**src/rtl/truth_table_sweep_pkg.sv**
```systemverilog
// Shared encodings and sizes for the truth-table sweep block.
// Compile-time option: SWEEP_SETTLE_EN (adds a settle cycle before each sample).
package truth_table_sweep_pkg;

  localparam int NUM_ROWS = 8;
  localparam int ROW_W    = 3;

  localparam logic [ROW_W-1:0] LAST_ROW = ROW_W'(NUM_ROWS - 1);

  typedef enum logic [1:0] {
    ST_IDLE   = 2'd0,
    ST_SETTLE = 2'd1,
    ST_RUN    = 2'd2,
    ST_DONE   = 2'd3
  } state_e;

endpackage

```
**src/rtl/truth_table_sweep_row_counter.sv**
```systemverilog
// Row counter for the sweep: clear has priority, saturates on the last row.
module sweep_row_counter
  import truth_table_sweep_pkg::*;
(
  input  logic             clk,
  input  logic             reset,
  input  logic             clr,
  input  logic             en,
  output logic [ROW_W-1:0] row,
  output logic             last
);

  logic [ROW_W-1:0] row_q;
  logic [ROW_W-1:0] row_d;

  always_comb begin
    row_d = row_q;
    if (clr) begin
      row_d = '0;
    end else if (en && !last) begin
      row_d = row_q + 1'b1;
    end
  end

  always_ff @(posedge clk) begin
    if (reset) begin
      row_q <= '0;
    end else begin
      row_q <= row_d;
    end
  end

  assign row  = row_q;
  assign last = (row_q == LAST_ROW);

endmodule

```
**src/rtl/truth_table_sweep.sv**
```systemverilog
// Sweeps a 3-input function through all 8 rows, builds its minterm mask and compares it.
// Compile-time option: SWEEP_SETTLE_EN (one settle cycle per row before sampling).
//
// state  | meaning
// IDLE   | waiting for start; x/y/z parked at 000
// SETTLE | row driven, function output allowed to settle (SWEEP_SETTLE_EN only)
// RUN    | sample s into mask[row], advance row
// DONE   | one-cycle done pulse, result valid
module truth_table_sweep
  import truth_table_sweep_pkg::*;
(
  input  logic       clk,
  input  logic       reset,
  input  logic       start,
  input  logic [7:0] expected,
  input  logic       s,
  output logic       x,
  output logic       y,
  output logic       z,
  output logic       busy,
  output logic       done,
  output logic       pass,
  output logic [7:0] mask
);

  state_e           state_q, state_d;
  logic [7:0]       mask_q, mask_d;
  logic             pass_q, pass_d;
  logic             done_q, done_d;
  logic             busy_q, busy_d;
  logic             row_clr;
  logic             row_en;
  logic [ROW_W-1:0] row;
  logic             row_last;

  sweep_row_counter u_row (
    .clk   (clk),
    .reset (reset),
    .clr   (row_clr),
    .en    (row_en),
    .row   (row),
    .last  (row_last)
  );

  always_comb begin
    state_d = state_q;
    mask_d  = mask_q;
    pass_d  = pass_q;
    done_d  = 1'b0;
    busy_d  = busy_q;
    row_clr = 1'b0;
    row_en  = 1'b0;
    case (state_q)
      ST_IDLE: begin
        if (start) begin
`ifdef SWEEP_SETTLE_EN
          state_d = ST_SETTLE;
`else
          state_d = ST_RUN;
`endif
          row_clr = 1'b1;
          mask_d  = 8'h00;
          pass_d  = 1'b0;
          busy_d  = 1'b1;
        end
      end
`ifdef SWEEP_SETTLE_EN
      ST_SETTLE: begin
        state_d = ST_RUN;
      end
`endif
      ST_RUN: begin
        mask_d[row] = s;
        if (row_last) begin
          // Clearing the counter here parks x/y/z at 000 for DONE and IDLE.
          state_d = ST_DONE;
          done_d  = 1'b1;
          busy_d  = 1'b0;
          pass_d  = (mask_d == expected);
          row_clr = 1'b1;
        end else begin
          row_en = 1'b1;
`ifdef SWEEP_SETTLE_EN
          state_d = ST_SETTLE;
`else
          state_d = ST_RUN;
`endif
        end
      end
      ST_DONE: begin
        state_d = ST_IDLE;
      end
      default: begin
        state_d = ST_IDLE;
      end
    endcase
  end

  always_ff @(posedge clk) begin
    if (reset) begin
      state_q <= ST_IDLE;
      mask_q  <= 8'h00;
      pass_q  <= 1'b0;
      done_q  <= 1'b0;
      busy_q  <= 1'b0;
    end else begin
      state_q <= state_d;
      mask_q  <= mask_d;
      pass_q  <= pass_d;
      done_q  <= done_d;
      busy_q  <= busy_d;
    end
  end

  assign x    = row[2];
  assign y    = row[1];
  assign z    = row[0];
  assign busy = busy_q;
  assign done = done_q;
  assign pass = pass_q;
  assign mask = mask_q;

endmodule

```
**config.mk**
```make
export PLATFORM = sky130hd
export DESIGN_NAME = truth_table_sweep
export DESIGN_NICKNAME = d
export VERILOG_FILES = /design/src/rtl/truth_table_sweep_pkg.sv /design/src/rtl/truth_table_sweep_row_counter.sv /design/src/rtl/truth_table_sweep.sv
export SDC_FILE = /design/constraint.sdc
export NUM_CORES = 1
export LEC_CHECK = 0
export ABC_CLOCK_PERIOD_IN_PS = 2300
export CAP_MARGIN = 5
export CORE_AREA = 2 2 40 56
export DETAILED_ROUTE_END_ITERATION = 16
export DIE_AREA = 0 0 42 58
export DONT_BUFFER_PORTS = 1
export GPL_TIMING_DRIVEN = 1
export PLACE_DENSITY = 0.68
export SYNTH_ARGS = -nofsm -noshare
export SYNTH_HDL_FRONTEND = slang
export SYNTH_HIERARCHICAL = 1
export SYNTH_SLANG_ARGS = --single-unit
```
**constraint.sdc**
```tcl
create_clock -name clk -period 2.3 [get_ports clk]
set_clock_uncertainty 0.1 [all_clocks]
set_input_delay 0.46 -clock clk [delete_from_list [all_inputs] [get_ports clk]]
set_output_delay 0.46 -clock clk [all_outputs]
set_load 0.01 [all_outputs]
```
=== After elaboration in Yosys (flattened, before gate mapping) ===
Cells that the tools add are included.

* Bits in read-only memories: 0
* Bits in registers: 16
* RAM bits: 0
* Output and inout port bits: 14
* Memories kept: 0
* Bits in latches: 0
* Word-level logic and storage cells: 43

* Div/mod/pow operators: 0
* Equality and inequality tests: 5
* Multiply operators: 0
* Reduce and logical (&&, ||, !) cells: 9
* Order comparisons: 2
* Muxes and demuxes: 19
* Bitwise gates (word level): 1
* Shifts and indexed selects: 0
* $add $sub $neg: 1

{| class="wikitable"
|+ Operators by type and width
! operator !! number
|-
| case mux 8 bit (2 select lines) || 1
|-
| two-way mux 1 bit || 10
|-
| bitwise mux 8 bit || 1
|-
| == test 8 bit || 1
|-
| two-way mux 8 bit || 1
|-
| case mux 1 bit (2 select lines) || 3
|-
| less-than comparator 3 x 4 -> 1 bit (second input constant) || 1
|-
| case mux 2 bit (2 select lines) || 1
|-
| OR reduction 2 bit || 2
|-
| adder 3 x 1 -> 3 bit (second input constant) || 1
|-
| demux 1 bit (select 3 bit) || 1
|-
| == test 3 bit (second input constant) || 1
|-
| >= comparator 3 x 1 -> 1 bit (second input constant) || 1
|-
| AND reduction 3 bit || 1
|-
| == test 2 bit (second input constant) || 1
|-
| logical AND 1 bit || 2
|-
| zero test 2 bit || 1
|-
| two-way mux 2 bit || 1
|-
| != test 2 x 1 -> 1 bit (second input constant) || 1
|-
| != test 2 bit (second input constant) || 1
|-
| AND reduction 2 bit || 1
|-
| nonzero test 2 bit || 1
|-
| zero test 1 bit || 1
|-
| inverter 1 bit || 1
|}

=== Logic depth before layout (Yosys ltp) ===
* Depth in word-level cells: 8
* Gate-level depth with buffers: 6
* Depth with buffers taken out: 6

=== By module ===
Netlist, hierarchy kept.

{| class="wikitable"
|+ Modules (own cells, without submodules)
! module !! area an instance (um^2) !! sequential area each (um^2) !! cells each !! times used
|-
| truth_table_sweep || 895.9 || 260.2 || 105 || 1
|-
| sweep_row_counter || 142.6 || 60.1 || 12 || 1
|}

=== Worst setup path before layout ===
OpenSTA, ideal clock, no wires.

* Kind: register to register
* From: register u_row.row_q[0], in the netlist u_row/row[0]
* To: register pass_q, in the netlist pass
* Arrival: 1.550 ns
* Path slack: 0.563 ns
* Required time: 2.113 ns
* Path buffers: 0
* Cell stages (with the launch flop): 7
* Cells stage by stage: dfxtp_1 ha_1 ha_1 mux2i_1 nor2_1 or3b_2 o31ai_1

* Elaborated cells between the ends (all ways): 12

{| class="wikitable"
|+ RTL lines
! element !! RTL line !! RTL
|-
| start, declared || truth_table_sweep_row_counter.sv:13 || <nowiki>logic [ROW_W-1:0] row_q;</nowiki>
|-
| start signal, assigned || truth_table_sweep_row_counter.sv:29 || <nowiki>row_q <= row_d;</nowiki>
|-
| == test 3 bit || truth_table_sweep_row_counter.sv:34 || <nowiki>assign last = (row_q == LAST_ROW);</nowiki>
|-
| named net row_last || truth_table_sweep.sv:34 || <nowiki>logic row_last;</nowiki>
|-
| != test 2 x 1 -> 1 bit (no source line) || -- ||
|-
| AND reduction 3 bit (no source line) || -- ||
|-
| end signal, assigned || truth_table_sweep.sv:109 || <nowiki>pass_q <= pass_d;</nowiki>
|-
| end, declared || truth_table_sweep.sv:28 || <nowiki>logic pass_q, pass_d;</nowiki>
|}

The timed path passes the listed nets, and every way through them passes these cells. The select of a mux whose other input is x is not followed.
A chain may end at the register's enable or synchronous reset.

=== Worst setup path after layout ===
* From: register u_row.row_q[2], in the netlist u_row/row[2]
* To: register pass_q, in the netlist pass

Same word-level chain as after synthesis.

==> impl_metrics.csv <==
group,metric,value,unit
clock_network,cts_buffers,3,
sta,fin_crit_sh,0.8369,
layout,multi_input_area,656.9,um2
global_route,grt_pass1_wl,3829,um
layout,final_common_cell,"nor2_1",
worst_setup_path,critPathArrivalTime,2.03,ns
route,wire_per_inst,16.75,um
clock_network,cts_num_sinks,16,
route,vias,861,
global_route,antenna_found_initial,0,
synthesis,yosysSeqAreaShare,0.3084,
layout,design_area,1074,um2
worst_setup_path,path_class,"reg2reg",
sta,report.final.slew_viol_count,0,
worst_setup_path,reg2reg_depth,5,
layout,drive_above_1_share,0.1368,
sta,relSlewSlack,0.6971,
clock_network,htreeDepth,1,
floorplanning,boundaryPins,26,
synthesis,synthArstFlopShare,0,
synthesis,avgSynthCellArea,8.876,um2
global_route,grt_overflow,0,
pwr,power_density,520.5,nW/um2
route,routed_via_density,6.239,
placement,place_area,1037,um2
route,drt_pass1_iterations,4,
synthesis,syn-num-nets,131,
synthesis,syn_area,1038,um2
synthesis,yosysUniqueCellTypes,34,
floorplanning,initial_core_util,0.5393,
outcome,outcome,"finished, final reports clean",
min_path,hold_depth,1,
floorplanning,core.rowCount,19,
pwr,vdd.ir_drop.worst,0.2867,mV
global_route,grt_pass1_vias,850,
placement,placed_cells,134,
layout,nFillCells,187,
placement,hpwlAfterDp,1676,um
clock_network,worstSkewPairLatency,0.28,ns
synthesis,syn_inst,117,
floorplanning,die_x,42,um
floorplanning,die_y,58,um
clock_network,clkTransAtPathRegs,0.11,ns
sta,worstMarginPinSlew,0.4537,ns
clock_network,cts_setup_buffers,0,
min_path,min_from,"reset",
clock_network,cts_tree,"built",
global_route,gr-usage-all-layers,0.2027,
route,drc,0,
run,drv_cap,0,
sta,hold_viol,0,
route,first_iter_violations,18,
clock_network,cts_hold_buf,0,
placement,place_congestion,0.8321,
worst_setup_path,critPathRequiredTime,2.41,ns
min_path,min_to,"mask[1]",
placement,io_buffers,0,
worst_setup_path,crit_path_start_kind,"flop",
worst_setup_path,critPathSlowestCell,"dfxtp_1",
pwr,p_leak,0.3892,nW
synthesis,yosys_register_bits,16,
synthesis,synth_top_flop_cell,"dfxtp_1",
floorplanning,die_area,2436,um2
synthesis,yosys_warnings,6,
sta,setup_tns,0,ns
sta,grt_setup_unrepaired,"false",
sta,min_period,1.925,ns
layout,seq_area,320.3,um2
layout,fin_cells,138,
clock_network,cts_root_buf,"clkbuf_4",
layout,synthToLayoutAreaGrowth,3.374,%
worst_setup_path,r2r-end,"pass",
worst_setup_path,max_stage_delay,0.62,ns
worst_setup_path,end_kind,"flop",
layout,final_util,0.5575,
worst_setup_path,critPathBufInv,0,
worst_setup_path,worst_path_dominant_cell_family,"flip-flops",
worst_setup_path,crit_fanout,12,
sta,setup_viol,0,
route,wl,2311,um
worst_setup_path,r2r-start,"u_row/row[2]",
worst_setup_path,worstPathCellList,"ha_1 -> nor3b_1 -> and3_1 -> nand4_1 -> o31ai_1",
worst_setup_path,rrSetupSlack,0.38,ns
min_path,hold_path_class,"in2reg",
layout,layout.nets,132,
global_route,grt_max_degree,17,
floorplanning,coreArea,1926,um2
synthesis,synth_edf_count,0,
layout,diodes,0,
layout,mostFrequentLayoutCells,"nor2_1 (17), dfxtp_1 (16), o21ai_0 (9)",
clock_network,cts_resized,0,
sta,max_freq,0.5195,GHz
clock_network,clock_path_buffers,2,
pwr,power,0.5588,mW
route,antenna_left,0,
==> worst max-delay path by stage <==
stage	startpoint	end	slack, ns	depth (start not counted)
floorplan	u_row/row[0]	pass	0.56	6
finish	u_row/row[2]	pass	0.38	5
global route	u_row/row[2]	pass	0.20	5
detailed placement	u_row/row[2]	pass	0.40	5
CTS	u_row/row[2]	pass	0.37	5
global placement	u_row/row[2]	pass	0.50	5
==> through the flow <==
step / setup slack, ns / hold slack [ns]
3_5_place_dp: 0.4029 / 0.3911
2_1_floorplan: 0.5629 / 0.3620
6_report: 0.3750 / 0.1275
4_1_cts: 0.3729 / 0.1299
3_3_place_gp: 0.4980 / 0.3841
5_1_grt: 0.1951 / 0.1119
==> cell usage after synthesis, types with 3 or more instances <==
library cell | count | share of area
a21oi_1 | 3 | 0.014
buf_6 | 3 | 0.033
nor2_1 | 17 | 0.061
mux2i_1 | 8 | 0.077
and3_1 | 3 | 0.018
xnor2_1 | 6 | 0.051
clkbuf_1 | 3 | 0.011
inv_1 | 3 | 0.011
o21ai_0 | 9 | 0.043
a22oi_1 | 8 | 0.058
o32ai_1 | 3 | 0.025
nor3_1 | 5 | 0.024
dfxtp_1 | 16 | 0.31
nor3b_1 | 4 | 0.029
==> logic make-up after synthesis <==
kind of cell / Yosys count / share of synthesized area
AND/OR/NAND/NOR: 47 / 0.3000
flip-flops: 16 / 0.3084
adder cells (fa/ha/maj): 2 / 0.02409
multiplexers: 8 / 0.07711
XOR/XNOR: 8 / 0.06747
AO/OA/AOI/OAI: 26 / 0.1639
buffers and inverters: 10 / 0.05903
==> worst reg2reg max path: cells and delay by family, from the launching register on <==
family	cells	cell delay (ns)
flops	1	0.62
simple gates	3	0.52
fa+ha+maj	1	0.39
compound gates	1	0.23
==> power breakdown <==
| part | switching (mW) | internal [mW] |
|---|---|---|
| combinational | 0.0404 | 0.0353 |
| sequential | 0.00805 | 0.283 |
| clock | 0.0959 | 0.0962 |
==> cell type report <==
class	instances	share of cell area
clock buffers	4	0.03380
inverters	3	0.01049
multi-input cells	91	0.6119
flip-flops and latches	16	0.2984
well taps	21	0.02448
repair buffers	3	0.02098
==> routing by layer <==
metal / track usage / routed length (um) / vias to the layer above
li1: - / - / 427
met1: 0.2300 / 1019 / 401
met2: 0.3638 / 1124 / 27
met3: 0.04984 / 115 / 6
met4: 0.07373 / 53 / 0
met5: 0 / 0 / -
==> sequential cells by signal, summed over array words and instances (netlist names) <==
name / cells
busy: 1
u_row/row: 3
done: 1
pass: 1
mask: 8
state_q: 2
No activity file was read; power rests on OpenSTA's default activity.
